==> src/rtl/sd_spi_pkg.sv <==
// Shared constants and helpers for the SD-card SPI byte engine.
// Optional CRC accumulation in spi_byte_shifter is enabled by the
// SPI_SHIFTER_CRC16_EN macro; crc16_step() below is its bit-serial kernel.
package sd_spi_pkg;

  // Default widths for the clock divider and the RX burst counter.
  localparam int SPI_DIV_W = 8;
  localparam int SPI_LEN_W = 13;

  // Transfer modes; the unused encoding 3 behaves like SPI_MODE_TX.
  localparam logic [1:0] SPI_MODE_TX     = 2'd0;
  localparam logic [1:0] SPI_MODE_RX     = 2'd1;
  localparam logic [1:0] SPI_MODE_DUPLEX = 2'd2;

  // Byte driven on MOSI during autonomous RX bursts.
  localparam logic [7:0] IDLE_MOSI = 8'hFF;

  // CRC-16-CCITT generator polynomial (x^16 + x^12 + x^5 + 1).
  localparam logic [15:0] CRC16_POLY = 16'h1021;

  // One MSB-first step of CRC-16-CCITT for a single received bit.
  function automatic logic [15:0] crc16_step(input logic [15:0] crc, input logic din);
    crc16_step = {crc[14:0], 1'b0} ^ ((crc[15] ^ din) ? CRC16_POLY : 16'h0000);
  endfunction

  // Modes in which received bits are kept and delivered.
  function automatic logic is_capture_mode(input logic [1:0] mode);
    is_capture_mode = (mode == SPI_MODE_RX) || (mode == SPI_MODE_DUPLEX);
  endfunction

endpackage

==> src/rtl/spi_clk_gen.sv <==
// SCLK generator: a half-period counter that toggles SCLK every
// i_div+1 clk cycles while running, and flags the cycle before each
// edge with a one-cycle o_rise / o_fall strobe. i_start (re)arms it with
// SCLK low and latches the divider; i_stop parks it with SCLK low.
module spi_clk_gen
  import sd_spi_pkg::*;
#(
  parameter int DIV_W = SPI_DIV_W
) (
  input  logic             clk,
  input  logic             reset,
  input  logic             i_start,
  input  logic             i_stop,
  input  logic [DIV_W-1:0] i_div,
  output logic             o_rise,
  output logic             o_fall,
  output logic             o_sclk
);

  logic             r_run;
  logic             r_sclk;
  logic [DIV_W-1:0] r_div;
  logic [DIV_W-1:0] r_cnt;
  logic             w_tick;

  // The half-period has elapsed: SCLK toggles on the coming edge.
  assign w_tick = r_run && (r_cnt == r_div);
  assign o_rise = w_tick && !r_sclk;
  assign o_fall = w_tick &&  r_sclk;
  assign o_sclk = r_sclk;

  // Half-period counter and SCLK level; start wins over stop wins over tick.
  // NOTE: sequential state uses non-blocking (<=) so every register samples
  // pre-edge values, independent of statement order.
  always_ff @(posedge clk) begin
    if (reset) begin
      r_run  <= 1'b0;
      r_sclk <= 1'b0;
      r_div  <= '0;
      r_cnt  <= '0;
    end else if (i_start) begin
      r_run  <= 1'b1;
      r_sclk <= 1'b0;
      r_div  <= i_div;
      r_cnt  <= '0;
    end else if (i_stop) begin
      r_run  <= 1'b0;
      r_sclk <= 1'b0;
      r_cnt  <= '0;
    end else if (w_tick) begin
      r_sclk <= ~r_sclk;
      r_cnt  <= '0;
    end else if (r_run) begin
      r_cnt  <= r_cnt + 1'b1;
    end
  end

endmodule

==> src/rtl/spi_byte_shifter.sv <==
// SPI mode-0 byte engine between tx_fifo and rx_fifo of the SD controller.
// One-byte input and output holding registers, TX-only / RX-burst /
// full-duplex modes, SCLK half-period = clk_div+1 cycles.
// Define SPI_SHIFTER_CRC16_EN to accumulate CRC-16-CCITT over sampled MISO
// bits; otherwise crc16 is tied to zero.
module spi_byte_shifter
  import sd_spi_pkg::*;
#(
  parameter int DIV_W = SPI_DIV_W,
  parameter int LEN_W = SPI_LEN_W
) (
  input  logic             clk,
  input  logic             reset,
  input  logic [DIV_W-1:0] clk_div,
  input  logic [1:0]       mode,
  input  logic [LEN_W-1:0] new_rx_length,
  input  logic             set_rx_length,
  input  logic             wr_req,
  input  logic             rd_req,
  input  logic [7:0]       data_in,
  output logic [7:0]       data_out,
  output logic             in_full,
  output logic             out_full,
  output logic             busy,
  input  logic             MISO,
  output logic             MOSI,
  output logic             SCLK,
  output logic [15:0]      crc16
);

  localparam logic [1:0] ST_IDLE  = 2'd0;
  localparam logic [1:0] ST_SHIFT = 2'd1;
  localparam logic [1:0] ST_DONE  = 2'd2;

  logic [1:0]       r_state;
  logic [2:0]       r_bit_idx;
  logic [7:0]       r_tx;
  logic [7:0]       r_rx;
  logic             r_cap;
  logic [7:0]       r_in_data;
  logic             r_in_full;
  logic [7:0]       r_out_data;
  logic             r_out_full;
  logic [LEN_W-1:0] r_rx_cnt;

  logic             w_idle;
  logic             w_mode_cap;
  logic             w_start_tx;
  logic             w_start_rx;
  logic             w_start;
  logic [7:0]       w_start_byte;
  logic             w_rise;
  logic             w_fall;
  logic             w_sclk;
  logic             w_last_fall;
  logic             w_deliver;

  // Start decision: TX-type modes consume the input register, RX burst
  // sends 0xFF while the counter is non-zero; capturing modes stall while
  // the previous byte is still unread.
  assign w_idle       = (r_state == ST_IDLE);
  assign w_mode_cap   = is_capture_mode(mode);
  assign w_start_tx   = w_idle && (mode != SPI_MODE_RX) && r_in_full &&
                        !(w_mode_cap && r_out_full);
  assign w_start_rx   = w_idle && (mode == SPI_MODE_RX) && (r_rx_cnt != '0) &&
                        !r_out_full;
  assign w_start      = w_start_tx || w_start_rx;
  assign w_start_byte = w_start_rx ? IDLE_MOSI : r_in_data;
  assign w_last_fall  = (r_state == ST_SHIFT) && w_fall && (r_bit_idx == 3'd0);
  assign w_deliver    = (r_state == ST_DONE) && r_cap;

  spi_clk_gen #(
    .DIV_W (DIV_W)
  ) u_clk_gen (
    .clk     (clk),
    .reset   (reset),
    .i_start (w_start),
    .i_stop  (w_last_fall),
    .i_div   (clk_div),
    .o_rise  (w_rise),
    .o_fall  (w_fall),
    .o_sclk  (w_sclk)
  );

  // Byte FSM: latch the byte at start, sample MISO on rises, shift MOSI on falls.
  always_ff @(posedge clk) begin
    if (reset) begin
      r_state   <= ST_IDLE;
      r_bit_idx <= 3'd0;
      r_tx      <= IDLE_MOSI;
      r_rx      <= 8'h00;
      r_cap     <= 1'b0;
    end else begin
      case (r_state)
        ST_IDLE: begin
          if (w_start) begin
            r_state   <= ST_SHIFT;
            r_bit_idx <= 3'd7;
            r_tx      <= w_start_byte;
            r_cap     <= w_mode_cap;
          end
        end
        ST_SHIFT: begin
          if (w_rise) begin
            r_rx <= {r_rx[6:0], MISO};
          end
          if (w_fall) begin
            if (r_bit_idx == 3'd0) begin
              r_state <= ST_DONE;
            end else begin
              r_bit_idx <= r_bit_idx - 1'b1;
              r_tx      <= {r_tx[6:0], 1'b1};
            end
          end
        end
        ST_DONE: r_state <= ST_IDLE;
        default: r_state <= ST_IDLE;
      endcase
    end
  end

  // Input holding register; a write while occupied is dropped.
  always_ff @(posedge clk) begin
    if (reset) begin
      r_in_full <= 1'b0;
      r_in_data <= 8'h00;
    end else if (w_start_tx) begin
      r_in_full <= 1'b0;
    end else if (wr_req && !r_in_full) begin
      r_in_full <= 1'b1;
      r_in_data <= data_in;
    end
  end

  // Output holding register; a completing capture overrides a same-cycle read.
  always_ff @(posedge clk) begin
    if (reset) begin
      r_out_full <= 1'b0;
      r_out_data <= 8'h00;
    end else if (w_deliver) begin
      r_out_full <= 1'b1;
      r_out_data <= r_rx;
    end else if (rd_req) begin
      r_out_full <= 1'b0;
    end
  end

  // RX burst counter; a host load overrides the start-of-byte decrement.
  always_ff @(posedge clk) begin
    if (reset) begin
      r_rx_cnt <= '0;
    end else if (set_rx_length) begin
      r_rx_cnt <= new_rx_length;
    end else if (w_start_rx) begin
      r_rx_cnt <= r_rx_cnt - 1'b1;
    end
  end

`ifdef SPI_SHIFTER_CRC16_EN
  logic [15:0] r_crc;

  // Running CRC over every bit sampled in a capturing byte.
  always_ff @(posedge clk) begin
    if (reset || set_rx_length) begin
      r_crc <= 16'h0000;
    end else if ((r_state == ST_SHIFT) && w_rise && r_cap) begin
      r_crc <= crc16_step(r_crc, MISO);
    end
  end

  assign crc16 = r_crc;
`else
  assign crc16 = 16'h0000;
`endif

  // NOTE: reset also gates the pins combinationally so an abort parks SCLK
  // low and MOSI high in the very cycle reset is asserted.
  assign SCLK     = w_sclk && !reset;
  assign MOSI     = reset || (r_state != ST_SHIFT) || r_tx[7];
  assign busy     = (r_state != ST_IDLE) || r_in_full || (r_rx_cnt != '0);
  assign in_full  = r_in_full;
  assign out_full = r_out_full;
  assign data_out = r_out_data;

endmodule

==> config.mk <==
export PLATFORM = sky130hd
export DESIGN_NAME = spi_byte_shifter
export DESIGN_NICKNAME = d
export VERILOG_FILES = /design/src/rtl/sd_spi_pkg.sv /design/src/rtl/spi_clk_gen.sv /design/src/rtl/spi_byte_shifter.sv
export SDC_FILE = /design/constraint.sdc
export NUM_CORES = 1
export LEC_CHECK = 0
export CAP_MARGIN = 20
export CORE_AREA = 2 2 81 99
export CTS_CLUSTER_SIZE = 25
export DETAILED_ROUTE_END_ITERATION = 16
export DIE_AREA = 0 0 83 101
export HOLD_SLACK_MARGIN = 0.02
export PLACE_DENSITY = 0.81
export SYNTH_ARGS = -nofsm -noshare
export SYNTH_HDL_FRONTEND = slang
export SYNTH_HIERARCHICAL = 1
export SYNTH_SLANG_ARGS = --single-unit
==> constraint.sdc <==
create_clock -name clk -period 2.15 [get_ports clk]
set_clock_uncertainty 0.05 [all_clocks]
set_input_delay 0.43 -clock clk [delete_from_list [all_inputs] [get_ports clk]]
set_output_delay 0.43 -clock clk [all_outputs]
set_load 0.03 [all_outputs]
==> results of run 1 <==
==> synth_stat cells, types with 2 or more instances <==
master	n	area [um2]
sky130_fd_sc_hd__buf_4	16	120
sky130_fd_sc_hd__nand2b_1	4	25.0
sky130_fd_sc_hd__o21a_1	3	22.5
sky130_fd_sc_hd__nand3_1	12	60.1
sky130_fd_sc_hd__nand2_2	2	12.5
sky130_fd_sc_hd__inv_1	12	45.0
sky130_fd_sc_hd__a211oi_1	2	15.0
sky130_fd_sc_hd__o31ai_1	6	45.0
sky130_fd_sc_hd__xor2_1	6	52.6
sky130_fd_sc_hd__o31a_1	3	26.3
sky130_fd_sc_hd__or3_1	3	18.8
sky130_fd_sc_hd__buf_2	3	15.0
sky130_fd_sc_hd__nand3b_1	4	30.0
sky130_fd_sc_hd__a2bb2oi_1	7	61.3
sky130_fd_sc_hd__mux2i_1	33	330
sky130_fd_sc_hd__nand4_1	6	37.5
sky130_fd_sc_hd__dfxtp_1	71	1420
sky130_fd_sc_hd__nor4_1	3	18.8
sky130_fd_sc_hd__buf_1	4	15.0
sky130_fd_sc_hd__o21ai_0	3	15.0
sky130_fd_sc_hd__nand2_1	17	63.8
sky130_fd_sc_hd__nor2b_1	6	37.5
sky130_fd_sc_hd__a21oi_1	13	65.1
sky130_fd_sc_hd__xnor2_1	7	61.3
sky130_fd_sc_hd__nor2_1	54	203
sky130_fd_sc_hd__a311oi_1	10	87.6
sky130_fd_sc_hd__xnor2_2	2	32.5
sky130_fd_sc_hd__ha_1	6	75.1
sky130_fd_sc_hd__nor3_1	5	25.0
sky130_fd_sc_hd__or4_1	8	60.1
sky130_fd_sc_hd__clkbuf_1	9	33.8
==> flip-flops by register name (all words and copies together) (netlist names) <==
register / count
r_cap: 1
u_clk_gen/o_sclk: 1
r_rx_cnt: 13
r_bit_idx: 3
r_tx: 8
u_clk_gen/r_cnt: 8
data_out: 8
r_rx: 8
in_full: 1
u_clk_gen/r_run: 1
u_clk_gen/r_div: 8
r_state: 2
out_full: 1
r_in_data: 8
==> power breakdown <==
group	internal, W	total (W)	switching (W)
clock	0.000680	0.00114	0.000463
sequential	0.00140	0.00147	0.0000709
combinational	0.000324	0.000665	0.000342
total	0.00240	0.00328	0.000876
==> critical path, delay by kind of cell (launching register included) <==
family | cells | cell delay (ns)
buffers and inverters | 2 | 0.35
flip-flops | 1 | 0.35
AND/OR/NAND/NOR | 3 | 0.56
==> final timing paths <==
path                                  start           end  slack [ns]
worst min-delay path                r_rx[2]       r_rx[2]        0.43
worst max register to register  r_rx_cnt[8]  r_rx_cnt[12]        0.11
worst min register to register      r_rx[2]       r_rx[2]        0.43
worst max-delay path            r_rx_cnt[9]          busy        0.07
==> through the flow <==
step	setup TNS, ns	power (W)	util (%)	setup slack [ns]
detailed placement	-10.34	0.00212	55.4	-0.396
finish	0	0.00328	59.9	0.0709
floorplan	0	0.00190	-	0.0391
CTS	-0.284	0.00326	58.2	-0.0489
global route	0	0.00342	59.9	0.00794
global placement	-7.26	0.00209	55.4	-0.283
==> logic make-up (layout without fill, tap and decap cells) <==
kind of cell	count (synthesis)	count (layout)
flip-flops	71	71
buffers and inverters	46	113
adder cells (fa/ha/maj)	6	6
other	1	16
multiplexers	34	34
AND/OR/NAND/NOR	135	136
XOR/XNOR	15	15
AO/OA/AOI/OAI	60	60
==> cell type report <==
cell class | count | area, um2
clock buffers | 12 | 145
clock inverters | 3 | 67.6
well taps | 92 | 115
multi-input cells | 267 | 1920
flip-flops and latches | 71 | 1420
fillers | 624 | 3000
inverters | 13 | 48.8
repair buffers | 85 | 766
==> repair_timing <==
| action | CTS | global route |
|---|---|---|
| gates resized for setup | 5 | 30 |
| gates cloned | 0 | 1 |
| endpoints found under the setup margin | 11 | 35 |
| buffers inserted | 0 | 1 |
| pin swaps | 0 | 9 |
==> routing by layer <==
| metal | share of wire [%] | global-route usage [%] | vias up |
|---|---|---|---|
| li1 | - | - | 1448 |
| met1 | 41 | 20.3 | 1407 |
| met2 | 53 | 34.7 | 73 |
| met3 | 4.0 | 4.83 | 16 |
| met4 | 2.2 | 8.95 | 0 |
| met5 | 0 | 0 | - |
==> results.md, run 1 <==
Finish
* sky130_fd_sc_hd__dfxtp_1 — most common cell after layout, fill and taps aside
* 0 — count of inserted antenna diode cells
* 543 — final cell count without fillers
* 490 — number of nets in the layout
* 19.7% — share of layout cells above drive strength 1
* 69 x sky130_fd_sc_hd__dfxtp_1, 53 x sky130_fd_sc_hd__nor2_1, 43 x sky130_fd_sc_hd__clkdlybuf4s50_1, 36 x sky130_fd_sc_hd__buf_4, 33 x sky130_fd_sc_hd__mux2i_1 — leading cell types in the layout, fill and taps excluded
* 31.0% — P&R area growth vs syn
* 4480 um2 — final cell area excluding filler cells

Setup path
* sky130_fd_sc_hd__buf_4 — CP most frequent cell
* flop — crit start category
* 1.60 ns — WP data arrival
* output pin — crit end category
* 0.35 ns — CP peak stage delay
* reg2out — type of the worst setup path
* 6 — critical path fanouts, max
* 1.67 ns — endpoint required time on the critical path
* 4 — Reg2Reg Depth
* nor4_2 > buf_4 > and4_4 > nand3b_1 > buf_4 — worst-path cell chain
* sky130_fd_sc_hd__dfxtp_2 — slowest library cell on the worst path

Synth
* 9.98% — share of cell area taken by muxes after synthesis
* simple AND/OR/NAND/NOR gates — dominant combinational cell family by area after synthesis
* 13.7% — fraction of the mapped netlist area in compound gates
* 3420 um2 — Mapped Area
* 71 — number of flip-flops and latches in the synthesized netlist
* 0% — share of flip-flops with an asynchronous set or reset after synthesis
* 59 — count of different cell masters after synthesis
* 2.19% — adder-cell share of the synthesized area
* 6 — yosys warns
* 21.1% — simple logic cell fraction of the synthesized area
* 9.30 um2 — post-synthesis average cell area
* 0 — number of enable-type register cells in the synthesized netlist
* 368 — cells after synthesis
* sky130_fd_sc_hd__dfxtp_1 — Primary FF master, synth
* 4.28% — Synth Area in XOR/XNOR
* 41.5% — sequential area share after synthesis

Routing
* 4 — Initial DRT Pass Iterations
* 0 — remaining antenna violation count
* 14.8 um — routed wirelength normalized by instance count
* 8020 um — wirelength, routed
* 0 — DRC violation count after routing
* 2944 — count of vias placed by the detailed router
* 5.42 — vias per cell
* 132 — number of violations reported at the end of detailed-routing iteration 0

Global routing
* 2937 — vias in the first global route
* 18.9% — overall track demand over capacity in global routing
* 59 — maximum number of pins on one net before global-route repair
* 0 — initial antenna violation count
* 0 — final global-route overflow total
* 13000 um — global-route wire length before repair

Power
* 731 nW/um2 — areal power density over the cells
* 0.000482 V — maximum VDD drop
* 1.78 nW — static power due to leakage

Placement
* 0.830 — weighted congestion at the end of routability-driven global placement
* 49 — number of input and output port buffers inserted
* 526 — number of placed instances, taps included
* 4150 um2 — DP Area
* 5630 um — DPL Wire Length

STA
* 2.08 ns — minimum clock period
* 0 — final-report setup violation count
* 0.434 ns — worst hold slack after final layout
* 0 — count of final max-slew check failures
* no — setup repair after global routing missed its margin
* 96.7% — share of the clock period used by the worst path
* 0.636 ns — Slew @ Worst Pin
* 481 MHz — f_max
* 0 — Hold Fails Final Rpt
* 57.6% — Slew headroom

Clocking
* 0.34 ns — clock insertion delay at the later pin of the skew report
* 71 — sink count of the clock tree
* 0.07 ns — clock-pin transition on the worst setup and hold timing paths
* 3 — H-tree levels
* done — TritonCTS clock tree
* sky130_fd_sc_hd__clkbuf_8 — clk root buf
* 9 — TritonCTS Buffers
* 0 — # hold bufs at CTS
* 2 — maximum clock path buffer count

Min path
* 2 — Worst Hold Path Cells
* reg2reg — HP Class

Floorplanning
* 35 — Rows
* 66 — Boundary Pins
* 83 um — Die Width
* 7490 um2 — Std-Cell Core Area
* 8380 um2 — area of the die
* 101 um — die outline height
* 45.7% — Initial Util

Status
* complete, no violations — status

Flow run
* 0 — max cap viols

Power figures use the tool's default switching activity.
==> run 2: changes to the inputs <==
--- a/config.mk
+++ b/config.mk
@@ -6,12 +6,15 @@
 export NUM_CORES = 1
 export LEC_CHECK = 0
 export CAP_MARGIN = 20
-export CORE_AREA = 2 2 81 99
+export CELL_PAD_IN_SITES_DETAIL_PLACEMENT = 1
+export CELL_PAD_IN_SITES_GLOBAL_PLACEMENT = 2
+export CORE_AREA = 2 2 103 124
+export CTS_BUF_LIST = sky130_fd_sc_hd__clkbuf_8
 export CTS_CLUSTER_SIZE = 25
 export DETAILED_ROUTE_END_ITERATION = 16
-export DIE_AREA = 0 0 83 101
+export DIE_AREA = 0 0 105 126
 export HOLD_SLACK_MARGIN = 0.02
-export PLACE_DENSITY = 0.81
+export PLACE_DENSITY = 0.82
 export SYNTH_ARGS = -nofsm -noshare
 export SYNTH_HDL_FRONTEND = slang
 export SYNTH_HIERARCHICAL = 1
==> constraint.sdc (replaced) <==
create_clock -name clk -period 1.7 [get_ports clk]
set_clock_uncertainty 0.05 [all_clocks]
set_input_delay 0.34 -clock clk [delete_from_list [all_inputs] [get_ports clk]]
set_output_delay 0.34 -clock clk [all_outputs]
set_load 0.03 [all_outputs]
==> run 2 against run 1 <==
Effect of this change: the flow now finishes with violations (negative setup slack); worst hold slack lost 0.034 ns; die area grew 58%; largest cell class unchanged; setup slack lost 0.34 ns; largest power group unchanged; critical path type unchanged.
==> results.md, run 2 (synthesized netlist as in run 1, its figures left out) <==
Status
* finished, violations left — status
* negative setup slack — violated checks

Min path
* in2reg — HP Class
* reset — Hold Crit Start

Global routing
* 0 — final global-route overflow total, unchanged
* 15.5% — overall track demand over capacity in global routing, -3.4 points
* 47 — maximum number of pins on one net before global-route repair, -20%
* 16400 um — global-route wire length before repair, +27%
* 3355 — vias in the first global route, +14%
* 0 — initial antenna violation count, unchanged

Finish
* 42.0% — share of layout cells above drive strength 1, +22 points
* 71 x sky130_fd_sc_hd__buf_4, 52 x sky130_fd_sc_hd__nor2_1, 52 x sky130_fd_sc_hd__dfxtp_1, 33 x sky130_fd_sc_hd__clkdlybuf4s50_1, 32 x sky130_fd_sc_hd__mux2i_1 — leading cell types in the layout, fill and taps excluded
* 0 — count of inserted antenna diode cells, unchanged
* 544 — number of nets in the layout, +11%
* 59.5% — P&R area growth vs syn
* 45.5% — final design utilization, -14 points
* sky130_fd_sc_hd__buf_4 — most common cell after layout, fill and taps aside
* 13 — flip-flop count of the largest register after layout, unchanged
* 5460 um2 — final cell area excluding filler cells, +22%
* r_rx_cnt — largest register by flop count

Floorplanning
* 12000 um2 — Std-Cell Core Area, +60%
* 126 um — die outline height, +25%
* 105 um — Die Width, +27%
* 28.5% — Initial Util, -17 points
* 66 — Boundary Pins, unchanged
* 13200 um2 — area of the die, +58%
* 44 — Rows, +26%

Routing
* 0 — remaining antenna violation count, unchanged
* 4.89 — vias per cell, -9.7%
* 3259 — count of vias placed by the detailed router, +11%
* 0 — DRC violation count after routing, unchanged
* 4 — Initial DRT Pass Iterations, unchanged
* 16.4 um — routed wirelength normalized by instance count, +11%
* 80 — number of violations reported at the end of detailed-routing iteration 0, -39%
* 10900 um — wirelength, routed, +36%

Setup path
* 2 — critical path fanouts, max, -4
* r_rx_cnt[9] — start of the worst register-to-register path
* r_rx_cnt[0] — crit path launch
* 0.33 ns — CP peak stage delay, -0.02 ns
* 1.31 ns — endpoint required time on the critical path, -0.36 ns
* 2 — total buffers and inverters traversed by the critical path, unchanged
* flop — crit start category
* simple AND/OR/NAND/NOR gates — cell family contributing the most delay on the critical path
* inv_1 > ha_4 > nor2b_4 > and4_4 > nand3b_1 > buf_6 — worst-path cell chain
* output pin — crit end category
* sky130_fd_sc_hd__dfxtp_2 — slowest library cell on the worst path
* 1.58 ns — WP data arrival, -0.02 ns
* reg2out — type of the worst setup path

Clocking
* 71 — sink count of the clock tree, unchanged
* 2 — maximum clock path buffer count, unchanged
* 0 — # hold bufs at CTS, unchanged
* 9 — TritonCTS Buffers, unchanged
* 3 — H-tree levels, unchanged
* sky130_fd_sc_hd__clkbuf_8 — clk root buf
* 0.08 ns — clock-pin transition on the worst setup and hold timing paths, about the same
* done — TritonCTS clock tree
* 0.37 ns — clock insertion delay at the later pin of the skew report, +0.03 ns

Placement
* 7020 um — DPL Wire Length, +25%
* 4680 um2 — DP Area, +13%
* 49 — number of input and output port buffers inserted, unchanged
* 0.819 — weighted congestion at the end of routability-driven global placement, -1.3%

Flow run
* 0 — max cap viols, unchanged

STA
* 507 MHz — f_max
* 1.97 ns — minimum clock period
* -0.272 ns — final setup slack of the worst path, -0.343 ns
* 116% — share of the clock period used by the worst path
* 0 — count of final max-slew check failures, unchanged
* 0 — Hold Fails Final Rpt, unchanged
* yes — setup repair after global routing missed its margin
* 50 — final-report setup violation count, +50

Power
* 0.00452 W — Design Power, +38%
* 828 nW/um2 — areal power density over the cells, +13%
* 0.000293 V — maximum VDD drop, -39%
* 2.22 nW — static power due to leakage, +24%

[run 2: cell count changes in the layout (fill, tap and decap cells not counted), moves of 7 or more]
cell and change:
sky130_fd_sc_hd__a2bb2oi_1 -7, sky130_fd_sc_hd__a2bb2oi_2 +7, sky130_fd_sc_hd__buf_4 +35, sky130_fd_sc_hd__buf_6 +14, sky130_fd_sc_hd__clkdlybuf4s50_1 -10, sky130_fd_sc_hd__dfxtp_1 -17
sky130_fd_sc_hd__dfxtp_2 +16, sky130_fd_sc_hd__dlygate4sd2_1 +10, sky130_fd_sc_hd__nand2_1 -8, sky130_fd_sc_hd__or4_1 -7, sky130_fd_sc_hd__or4_4 +7
[run 2: final timing paths]
check,end,slack (ns),cells past startpoint
hold / removal,u_clk_gen/r_run,0.40,3
hold reg to reg,r_rx[7],0.41,2
setup / recovery,busy,-0.27,6
setup reg to reg,r_rx_cnt[12],-0.26,4
[run 2: cell type report]
cell class,instances,area [um2]
clock buffers,11,151
repair buffers,139,1280
multi-input cells,267,2270
fillers,1387,6540
well taps,161,201
clock inverters,4,46.3
inverters,13,63.8
flip-flops and latches,71,1450
[run 2: power by group]
| part | switching, W | internal (W) | total [W] |
|---|---|---|---|
| registers | 0.0000873 | 0.00177 | 0.00186 |
| logic | 0.000610 | 0.000637 | 0.00125 |
| clock network | 0.000673 | 0.000743 | 0.00142 |
[run 2: worst min-delay path: stages]
cell and delay [ns]:
sky130_fd_sc_hd__buf_2 0.13, sky130_fd_sc_hd__buf_4 0.20, sky130_fd_sc_hd__nor2_1 0.11
[run 2: routing by layer]
layer | track usage, % | up-vias | wire (um)
met5 | 0 | - | 0
met4 | 7.06 | 0 | 179
met3 | 3.16 | 16 | 423
met2 | 28.5 | 64 | 6000
met1 | 17.1 | 1619 | 4340
li1 | - | 1560 | -
[run 2: metrics by stage]
| step | setup WS, ns | setup TNS, ns | hold slack [ns] | cells |
|---|---|---|---|---|
| 2_1_floorplan | -0.155 | -2.09 | 0.386 | 383 |
| 3_3_place_gp | -0.732 | -27.20 | 0.404 | 627 |
| 3_5_place_dp | -0.857 | -30.59 | 0.406 | 627 |
| 4_1_cts | -0.300 | -7.95 | 0.378 | 653 |
| 5_1_grt | -0.340 | -13.07 | 0.399 | 666 |
| 6_report | -0.272 | -8.66 | 0.400 | 666 |
[run 2: what timing repair did]
action                                  4_1_cts  5_1_grt
pin swaps                                    35       38
endpoints found under the setup margin       63       55
resized for setup                            61       60
setup buffers                                10       13
cloned                                        1        1
